--- src/rtl/padlock_cracker.sv ---
// Brute-force code-entry driver for a 4-digit, 2-bit-per-digit padlock.
// Walks candidates 0..255, confirms each apparent hit after a padlock reset, and reports the code or exhaustion.
module padlock_cracker #(
  parameter int PRESS_GAP = 1,
  parameter int SETTLE    = 2
) (
  input  logic       clk,
  input  logic       reset,
  input  logic       start,
  input  logic       lock,
  output logic       pad_reset,
  output logic       but_0,
  output logic       but_1,
  output logic       but_2,
  output logic       but_3,
  output logic       busy,
  output logic       found,
  output logic       exhausted,
  output logic [7:0] code_out
);

  typedef enum logic [3:0] {
    IDLE,
    RST_PAD,
    PRESS,
    GAP,
    SETTLE_W,
    CHECK,
    CONF_RST,
    CONF_W,
    CONF_CHK,
    DONE,
    EXH
  } state_t;

  localparam logic [15:0] GAP_LAST    = 16'((PRESS_GAP > 0) ? PRESS_GAP - 1 : 0);
  localparam logic [15:0] SETTLE_LAST = 16'((SETTLE > 0) ? SETTLE - 1 : 0);

  state_t      state_reg, state_next;
  logic [7:0]  cand_reg, cand_next;
  logic [1:0]  k_reg, k_next;
  logic [15:0] cnt_reg, cnt_next;

  logic        pad_reg, pad_next;
  logic [3:0]  but_reg, but_next;
  logic        busy_reg, busy_next;
  logic        found_reg, found_next;
  logic        exh_reg, exh_next;
  logic [7:0]  code_reg, code_next;

  logic        idle_like;
  logic        start_accept;
  logic [1:0]  digit;

  always_comb begin
    idle_like    = (state_reg == IDLE) || (state_reg == DONE) || (state_reg == EXH);
    start_accept = idle_like && start;

    state_next = state_reg;
    cand_next  = cand_reg;
    k_next     = k_reg;
    cnt_next   = cnt_reg + 16'd1;

    case (state_reg)
      IDLE, DONE, EXH: begin
        if (start) begin
          cand_next  = 8'd0;
          state_next = RST_PAD;
        end
      end
      RST_PAD: begin
        k_next     = 2'd0;
        state_next = PRESS;
      end
      PRESS: begin
        if (PRESS_GAP > 0) begin
          state_next = GAP;
        end else if (k_reg == 2'd3) begin
          state_next = SETTLE_W;
        end else begin
          k_next = k_reg + 2'd1;
        end
      end
      GAP: begin
        if (cnt_reg == GAP_LAST) begin
          if (k_reg == 2'd3) begin
            state_next = SETTLE_W;
          end else begin
            k_next     = k_reg + 2'd1;
            state_next = PRESS;
          end
        end
      end
      SETTLE_W: begin
        if (cnt_reg == SETTLE_LAST) state_next = CHECK;
      end
      CHECK: begin
        if (!lock) begin
          state_next = CONF_RST;
        end else if (cand_reg == 8'hFF) begin
          state_next = EXH;
        end else begin
          cand_next  = cand_reg + 8'd1;
          state_next = RST_PAD;
        end
      end
      CONF_RST: begin
        state_next = CONF_W;
      end
      CONF_W: begin
        if (cnt_reg == SETTLE_LAST) state_next = CONF_CHK;
      end
      CONF_CHK: begin
        // A hit that does not survive a padlock reset was assembled from stale digits.
        if (!lock) begin
          state_next = DONE;
        end else if (cand_reg == 8'hFF) begin
          state_next = EXH;
        end else begin
          cand_next  = cand_reg + 8'd1;
          state_next = RST_PAD;
        end
      end
      default: state_next = IDLE;
    endcase

    if (state_next != state_reg) cnt_next = 16'd0;
  end

  // Outputs are computed from the next state so the registered value matches the state in the same cycle.
  always_comb begin
    case (k_next)
      2'd0:    digit = cand_next[7:6];
      2'd1:    digit = cand_next[5:4];
      2'd2:    digit = cand_next[3:2];
      default: digit = cand_next[1:0];
    endcase

    pad_next = 1'b0;
    case (state_next)
      RST_PAD, CONF_RST: pad_next = 1'b1;
      IDLE, DONE, EXH:   pad_next = pad_reg;
      default:           pad_next = 1'b0;
    endcase

    but_next = 4'b0000;
    if (state_next == PRESS) but_next = 4'(4'b0001 << digit);

    busy_next = !((state_next == IDLE) || (state_next == DONE) || (state_next == EXH));

    found_next = found_reg;
    exh_next   = exh_reg;
    if (start_accept) begin
      found_next = 1'b0;
      exh_next   = 1'b0;
    end
    if (state_next == DONE) found_next = 1'b1;
    if (state_next == EXH)  exh_next   = 1'b1;

    code_next = (state_next == EXH) ? 8'hFF : cand_next;
  end

  always_ff @(posedge clk) begin
    if (reset) begin
      state_reg <= IDLE;
      cand_reg  <= 8'd0;
      k_reg     <= 2'd0;
      cnt_reg   <= 16'd0;
      pad_reg   <= 1'b1;
      but_reg   <= 4'b0000;
      busy_reg  <= 1'b0;
      found_reg <= 1'b0;
      exh_reg   <= 1'b0;
      code_reg  <= 8'd0;
    end else begin
      state_reg <= state_next;
      cand_reg  <= cand_next;
      k_reg     <= k_next;
      cnt_reg   <= cnt_next;
      pad_reg   <= pad_next;
      but_reg   <= but_next;
      busy_reg  <= busy_next;
      found_reg <= found_next;
      exh_reg   <= exh_next;
      code_reg  <= code_next;
    end
  end

  assign pad_reset = pad_reg;
  assign but_0     = but_reg[0];
  assign but_1     = but_reg[1];
  assign but_2     = but_reg[2];
  assign but_3     = but_reg[3];
  assign busy      = busy_reg;
  assign found     = found_reg;
  assign exhausted = exh_reg;
  assign code_out  = code_reg;

endmodule
--- config.mk ---
export PLATFORM = sky130hd
export DESIGN_NAME = padlock_cracker
export DESIGN_NICKNAME = d
export VERILOG_FILES = /design/src/rtl/padlock_cracker.sv
export SDC_FILE = /design/constraint.sdc
export NUM_CORES = 1
export LEC_CHECK = 0
export CORE_MARGIN = 1
export CORE_UTILIZATION = 45
export CTS_BUF_LIST = sky130_fd_sc_hd__clkbuf_8
export CTS_CLUSTER_SIZE = 30
export DETAILED_ROUTE_END_ITERATION = 6
export SYNTH_ARGS = -nofsm -noshare
export SYNTH_HDL_FRONTEND = slang
export SYNTH_SLANG_ARGS = --single-unit
--- constraint.sdc ---
create_clock -name clk -period 6.26 [get_ports clk]
set_input_delay 0.626 -clock clk [delete_from_list [all_inputs] [get_ports clk]]
set_output_delay 0.626 -clock clk [all_outputs]
set_load 0.03 [all_outputs]
# After elaboration in Yosys (flattened, before gate mapping)
# Index checks and enable logic that the tools add are counted.
[classes]
addsub = 3
eq_ne = 21
shift = 1
n_mux = 22
bitwise_logic = 1
reduce_logical = 18
[op_table]
columns = ["operator", "n"]
rows = [
  ["case mux 4 bit (9 select lines)", 1],
  ["2-to-1 mux 8 bit", 4],
  ["2-to-1 mux 4 bit", 7],
  ["== test 4 x 3 -> 1 bit, second input constant", 5],
  ["== test 4 bit, second input constant", 5],
  ["adder 16 x 1 -> 16 bit, second input constant", 1],
  ["== test 16 x 1 -> 1 bit, second input constant", 1],
  ["logical NOT 16 bit", 1],
  ["case mux 8 bit (2 select lines)", 1],
  ["== test 4 x 2 -> 1 bit, second input constant", 3],
  ["adder 8 x 1 -> 8 bit, second input constant", 1],
  ["== test 4 x 1 -> 1 bit, second input constant", 2],
  ["== test 8 bit, second input constant", 1],
  ["logical NOT 4 bit", 2],
  ["OR reduction 2 bit", 4],
  ["case mux 2 bit (3 select lines)", 1],
  ["OR reduction 3 bit", 2],
  ["== test 2 bit, second input constant", 2],
  ["logical OR 1 bit", 4],
  ["2-to-1 mux 2 bit", 2],
  ["!= test 4 bit", 1],
  ["case mux 2 bit (2 select lines)", 1],
  ["nonzero test 2 bit", 2],
  ["left shift 1 x 2 -> 4 bit, first input constant", 1],
  ["other kinds (9)", 11],
]
[totals]
reg_bits = 46
input_bits = 4
out_inout_bits = 16
wordCells = 76

# Depth between registers and ports, before layout
# Gate-level depths: netlist of the first run.
[logic_depth]
word_depth = 8
ltp_mapped = 11
ltp_nobuf = 9

# Least setup slack after synthesis of the first run
# Ideal clock, no wire load.
[synth_path]
kind = "input to register"
startpoint = "input lock"
endpoint = "register cnt_reg[8]"
setup_ps = 62
arrival_ps = 2290
t_required_ps = 6198
setup_slack_ps = 3908
stages = 9
path_buffers = 2
cell_sequence = "nand3_1 or3_1 a21o_1 and3_1 buf_6 a2111oi_4 nand3_2 buf_6 nor2_2"
[synth_via]
elab_chain_len = 4
word_cells_on_any_way = 5
cone_classes = "eq/ne: 1; mux: 3; reduce/logical: 1"
[synth_lines]
columns = ["element", "line_no", "source"]
rows = [
  ["start: declaration", "10", "input logic lock,"],
  ["2-to-1 mux 4 bit (on tied branches)", "115, 98", ""],
  ["case mux 4 bit (9 select lines) *", "64", "case (state_reg)"],
  ["!= test 4 bit *", "127", "if (state_next != state_reg) cnt_next = 16'd0;"],
  ["OR reduction 2 bit (no source line) *", "--", ""],
  ["end signal: assignment", "179", "cnt_reg <= cnt_next;"],
  ["end: declaration", "42", "logic [15:0] cnt_reg, cnt_next;"],
]
# Mark *: on every way between the ends. The rest lies on a longest branch, timed or not.
# A chain may end at the register's enable or synchronous reset.

# Worst setup path after layout of the first run
[layout_path]
startpoint = "input lock"
endpoint = "register cnt_reg[13]"
# The elaborated chain is that of the path after synthesis.

==> impl_results.md, run 1 <==
* Cts bufs inserted at 5
* Die H at 75.7 µm
* Period utilization at 49.7%
* Initial DRC count at 130
* Wire per inst at 14.6 µm
* Post-cts sizing count at 0
* Static Leak at 0.962 nW
* Area of the mapped netlist at 2440 µm²
* Asr flop ratio synth at 0%
* Sequential area share after synthesis at 37.7%
* Largest register FFs at 16
* Total die area at 5730 µm²
* Final hold vios at 0
* Sw frac at 27.1%
* Post-CTS setup buffers at 0
* Routed Antenna Nets at 0
* Clk pin slew, worst setup/hold paths at 0.09 ns
* Hold_buf cts at 0
* Worst min-delay path class: flip-flop to flip-flop
* Via density at 5.54
* Antenna violations before repair at 0
* Die X at 75.7 µm
* Vias in the first global route at 1,785
* Final-report max-slew violation count at 0
* CP peak stage delay at 0.66 ns
* CP Data Required Time at 6.48 ns
* Final wirelength at 5.21 mm
* Slowest cell on crit path: clkdlybuf4s50_1
* P&R area growth vs syn at 11.8%
* Fin crit period at 3.11 ns
* Starting Density at 47.2%
* #FFs+latches synth at 46
* Peak Freq at 0.321 GHz
* Most frequent cell after synthesis: dfxtp_1
* CTS tree: done
* Area contributors post-synth: dfxtp_1 38%, nor2_1 3.7%, xor2_1 3.6%
* Synth top area share at 37.7%
* PwrDens at 208 nW/µm²
* Post-Syn Instances at 272
* Layout cell share with drive strength beyond 1 at 11.8%
* Crit Path Class: primary input to flip-flop
* Antenna cells at 0
* Most instantiated cells after synthesis: 46 x dfxtp_1, 24 x nor2_1, 21 x nand2_1
* Gr usage total at 20.1%
* Fin nets at 296
* Clk pwr share at 31.4%
* Combinational share of power at 14.1%
* Dominant synthesized flop cell: dfxtp_1
* Netlist cell types at 60
* Grt total ovfl at 0
* CP endpoint kind: flip-flop
* Ys Warns at 0
* Row count at 26
* CP Cell Sequence: clkdlybuf4s50_1 > nand3_1 > or3_1 > a21o_1 > and3_1 > a2111oi_4 > nand3_2 > nor2_2
* Slew @ Worst Pin at 0.860 ns
* Root Buffer: clkbuf_8
* Critical-path maximum fanout at 16
* Syn_area_per_cell at 8.98 µm²
* Clock sink total at 46
* Status: completed
* TNS Setup at 0 ns
* First-pass GRT wire length at 8.54 mm
* Max_cap viols at 0
* Maximum clock insertion buffer count at 2
* Port Buffers at 19
* Number of synthesized flops with an enable pin at 0
* Slew headroom at 42.5%
* Sequential share of power at 54.6%
* Via count at 1,978
* Syn nets at 280
* Final setup fails at 0
* Worst-skew pair later-pin latency at 0.29 ns
* Core area at 5170 µm²
* Synth area leader: dfxtp_1
* CTS H-tree lvls at 2
* CP startpoint kind: primary input
* Cell Int Power at 0.414 mW
* Gpl congestion at 0.819
* IO Count at 20
* Pwr Total at 0.568 mW
* Detail Placement HPWL at 3.78 mm
* DR pass1 iterations at 4
* Clock Skew at 0.00888 ns
* Unrepaired setup endpoints after global routing: false
* Util after Layout at 52.8%
* Worst ir drop on vdd at 147 µV
* DRC violations left at 0
* Largest net degree at the start of global routing at 21
* Net Switching at 0.154 mW
* Worst Path Arrival at 3.33 ns
## final cells by class
type                    instances  area (µm²)
clock buffers                   6        82.6
fillers                       503        2440
inverters                      11        41.3
multi-input cells             205        1410
flip-flops and latches         46         921
well taps                      70        87.6
repair buffers                 19         190
## power groups by stage
| stage | logic, mW | clock network, mW | registers (mW) |
|---|---|---|---|
| after CTS | 0.0801 | 0.183 | 0.310 |
| after detailed placement | 0.0797 | 0 | 0.317 |
| after global placement | 0.0791 | 0 | 0.317 |
| final | 0.0799 | 0.178 | 0.310 |
| after global routing | 0.0876 | 0.195 | 0.311 |
| after floorplan | 0.0653 | 0 | 0.315 |
## stage by stage
step	worst slack (ns)	hold slack [ns]	area, µm²	instances
5_1_grt	2.92	0.492	2730	357
3_5_place_dp	2.87	0.453	2650	351
6_report	3.15	0.460	2730	357
3_3_place_gp	2.93	0.449	2650	351
4_1_cts	3.16	0.465	2730	357
2_1_floorplan	3.91	0.454	2440	272
## path summary, 6_finish.rpt
kind                              startpoint  cells after the start  slack [ns]     endpoint
worst max-delay path                    lock                      8        3.15  cnt_reg[13]
worst min-delay path                   found                      2        0.46        found
worst max register to register  state_reg[1]                      6        3.27   but_reg[1]
worst min register to register         found                      2        0.46        found
## cell families after synthesis
family / count (synthesis) / synth area share [%]
muxes: 13 / 5.74
AOI/OAI and AO/OA: 48 / 15.3
and+or+nand+nor: 122 / 28.1
DFF: 46 / 37.7
adders and majority gates: 4 / 2.05
xor gates and xnor gates: 18 / 6.45
buffers and inverters: 21 / 4.61
## cells in the final DEF (no fill, tap or decap), types with 2 or more instances in the layout
master and count:
xnor2_1 8, nor4_1 3, and2_1 5, mux2_2 4, a32oi_1 2, a21oi_1 8, xor2_1 10, clkbuf_8 6
nand3_1 13, clkdlybuf4s50_1 19, nor2_1 24, nor3_1 8, inv_1 11, o21ai_0 9, nand2_1 21, and3_1 3
nand2b_1 4, o21bai_1 2, a2bb2oi_1 3, and4_1 3, or3_1 3, nand3_2 2, a21o_1 3, mux2i_1 8
nor2_2 10, dfxtp_1 46, a31oi_1 4, o22ai_1 2, ha_1 4, nand4_1 8, or2_2 2, nor3b_1 3
## metal layers
layer  vias to the layer above  GRT usage, %  share of wire (%)
li1                       1005             -                  -
met1                       923          27.3                 47
met2                        45          32.8                 46
met3                         5          3.97                5.2
met4                         0          4.94                1.1
met5                         -             0                  0
## critical path, delay by kind of cell
kind,cells,cell delay (ns)
and+or+nand+nor,5,1.45
buffers and inverters,1,0.66
AOI/OAI and AO/OA,2,0.59
Note: power is estimated with default switching activity, not from simulation.
==> inputs of run 2 (changes only) <==
PLACE_DENSITY = 0.67   (was default)
clock period = 2.7 ns   (was 6.26 ns; I/O delays follow)
==> impl_results.md, run 2 (same netlist as run 1, synthesis figures left out) <==
* Crit Path Class: flip-flop to flip-flop
* Worst ir drop on vdd at 377 µV (+160%)
* Total die area at 5730 µm² (unchanged)
* Starting Density at 47.2% (unchanged)
* DR pass1 iterations at 4 (unchanged)
* CTS H-tree lvls at 2 (unchanged)
* Pwr Total at 1.36 mW (+140%)
* PwrDens at 471 nW/µm² (+130%)
* Die H at 75.7 µm (unchanged)
* Gpl congestion at 0.923 (+13%)
* Port Buffers at 19 (unchanged)
* Final-report max-slew violation count at 0 (unchanged)
* Final hold vios at 0 (unchanged)
* Fin nets at 310 (+4.7%)
* Status: completed
* Layout cell share with drive strength beyond 1 at 18.2% (+6.3 points)
* Worst-skew pair later-pin latency at 0.30 ns (about the same)
* Min Hold Slack at 0.472 ns (+0.0115 ns)
* Fin crit period at 2.52 ns
* Largest net degree at the start of global routing at 17 (-19%)
* CTS tree: done
* Clock Skew at 0.00427 ns (-0.00461 ns)
* WP buf/inv at 1 (unchanged)
* Static Leak at 1.05 nW (+8.7%)
* Clk pin slew, worst setup/hold paths at 0.08 ns (about the same)
* Placed Instance Area at 2770 µm² (+4.4%)
* Slew headroom at 62.1% (+20 points)
* CP peak stage delay at 0.46 ns (-0.20 ns)
* Routed Antenna Nets at 0 (unchanged)
* Slew @ Worst Pin at 0.562 ns (-0.298 ns)
* Worst min-delay path class: flip-flop to flip-flop
* Root Buffer: clkbuf_8
* Maximum clock insertion buffer count at 2 (unchanged)
* Initial DRC count at 88 (-32%)
* Clock sink total at 46 (unchanged)
* Via density at 5.48 (-1.0%)
* Cts bufs inserted at 5 (unchanged)
* Worst Path Arrival at 2.76 ns (-0.57 ns)
* Antenna violations before repair at 0 (unchanged)
* Most frequent cells in the layout: 46 x dfxtp_1, 24 x nor2_1, 21 x nand2_1
* Most Frequent Cell on Critical Path: a21o_1
* Vias in the first global route at 1,865 (+4.5%)
* Gr usage total at 20.8% (+0.77 points)
* Detail Placement HPWL at 4.01 mm (+5.9%)
* Wire per inst at 14.6 µm (-0.27%)
* Grt total ovfl at 0 (unchanged)
* Largest register FFs at 16 (unchanged)
* Fillers at 466 (-7.4%)
* P&R area growth vs syn at 18.0%
* Slowest cell on crit path: or3b_4
* Critical-path maximum fanout at 16 (unchanged)
* Peak Freq at 0.396 GHz
* Period utilization at 93.4%
* Antenna cells at 0 (unchanged)
* DRC violations left at 0 (unchanged)
* Core area at 5170 µm² (unchanged)
* Final instance area at 2880 µm² (+5.5%)
* CP Cell Sequence: or3b_4 > a21o_1 > a21o_1 > and3_2 > a2111oi_4 > nand3_2 > buf_12 > nor2_1
* IO Count at 20 (unchanged)
* Row count at 26 (unchanged)
* Final WS setup at 0.177 ns (-2.97 ns)
* Max_cap viols at 0 (unchanged)
* CP top delay family: simple AND/OR/NAND/NOR gates
* TNS Setup at 0 ns (unchanged)
* CP endpoint kind: flip-flop
* CP Data Required Time at 2.94 ns (-3.54 ns)
* DP Worst Slack at 0.0697 ns (-2.80 ns)
* Final setup fails at 0 (unchanged)
* Final wirelength at 5.43 mm (+4.2%)
* Post-CTS setup buffers at 0 (unchanged)
* CP startpoint kind: flip-flop
* Most common cell after layout, fill and taps aside: dfxtp_1
* First-pass GRT wire length at 8.79 mm (+2.9%)
* Via count at 2,045 (+3.4%)
* Die X at 75.7 µm (unchanged)
* Unrepaired setup endpoints after global routing: false
==> run 2: layer usage <==
layer	global-route usage, %	vias to the layer above	wire (µm)
met3	3.70	7	279
li1	-	1036	-
met4	9.47	0	95
met5	0	-	0
met1	29.0	958	2650
met2	31.4	44	2410
==> run 2: repair_timing <==
| item | in CTS | in global routing |
|---|---|---|
| hold buffers | 0 | 0 |
| gates resized for setup | 0 | 5 |
| setup endpoints to repair | 0 | 21 |
==> run 2: where the power goes <==
| group | internal [mW] | total [mW] | switching (mW) |
|---|---|---|---|
| Sequential | 0.693 | 0.712 | 0.0192 |
| Combinational | 0.0943 | 0.225 | 0.131 |
| Clock | 0.182 | 0.419 | 0.237 |
==> run 2: worst reg2reg max path: cells and delay by family, from the launching register on <==
family	cells	cell delay, ns
buf+inv	1	0.17
compound gates	3	0.90
simple gates	4	0.99
flops	1	0.39
==> run 2: path summary, 6_finish.rpt <==
check / startpoint / end / slack [ns] / cells after the start
max: state_reg[0] / cnt_reg[5] / 0.18 / 8
min: found / found / 0.47 / 2
max reg2reg: state_reg[0] / cnt_reg[5] / 0.18 / 8
min reg2reg: found / found / 0.47 / 2
==> run 2: stage by stage <==
step	utilization, %	std cells
after floorplan	-	272
after global placement	53.5	365
after detailed placement	53.5	365
after CTS	55.2	373
after global routing	55.7	373
final	55.7	373
==> run 2: cell type report <==
| cell class | instances | area (µm²) | area share (%) |
|---|---|---|---|
| clock buffer | 5 | 68.8 | 2.39 |
| inverter | 11 | 41.3 | 1.43 |
| sequential | 46 | 921 | 32.0 |
| multi-input combinational | 205 | 1430 | 49.8 |
| timing repair buffer | 33 | 308 | 10.7 |
| tap | 70 | 87.6 | 3.04 |
| clock inverter | 3 | 21.3 | 0.738 |
==> inputs of run 3 (changes only) <==
--- a/constraint.sdc
+++ b/constraint.sdc
@@ -3,2 +3,2 @@
 set_output_delay 0.27 -clock clk [all_outputs]
-set_load 0.03 [all_outputs]
+set_load 0.05 [all_outputs]
==> results of run 3 <==
Same layout as run 2 (identical final DEF). Status: completed.
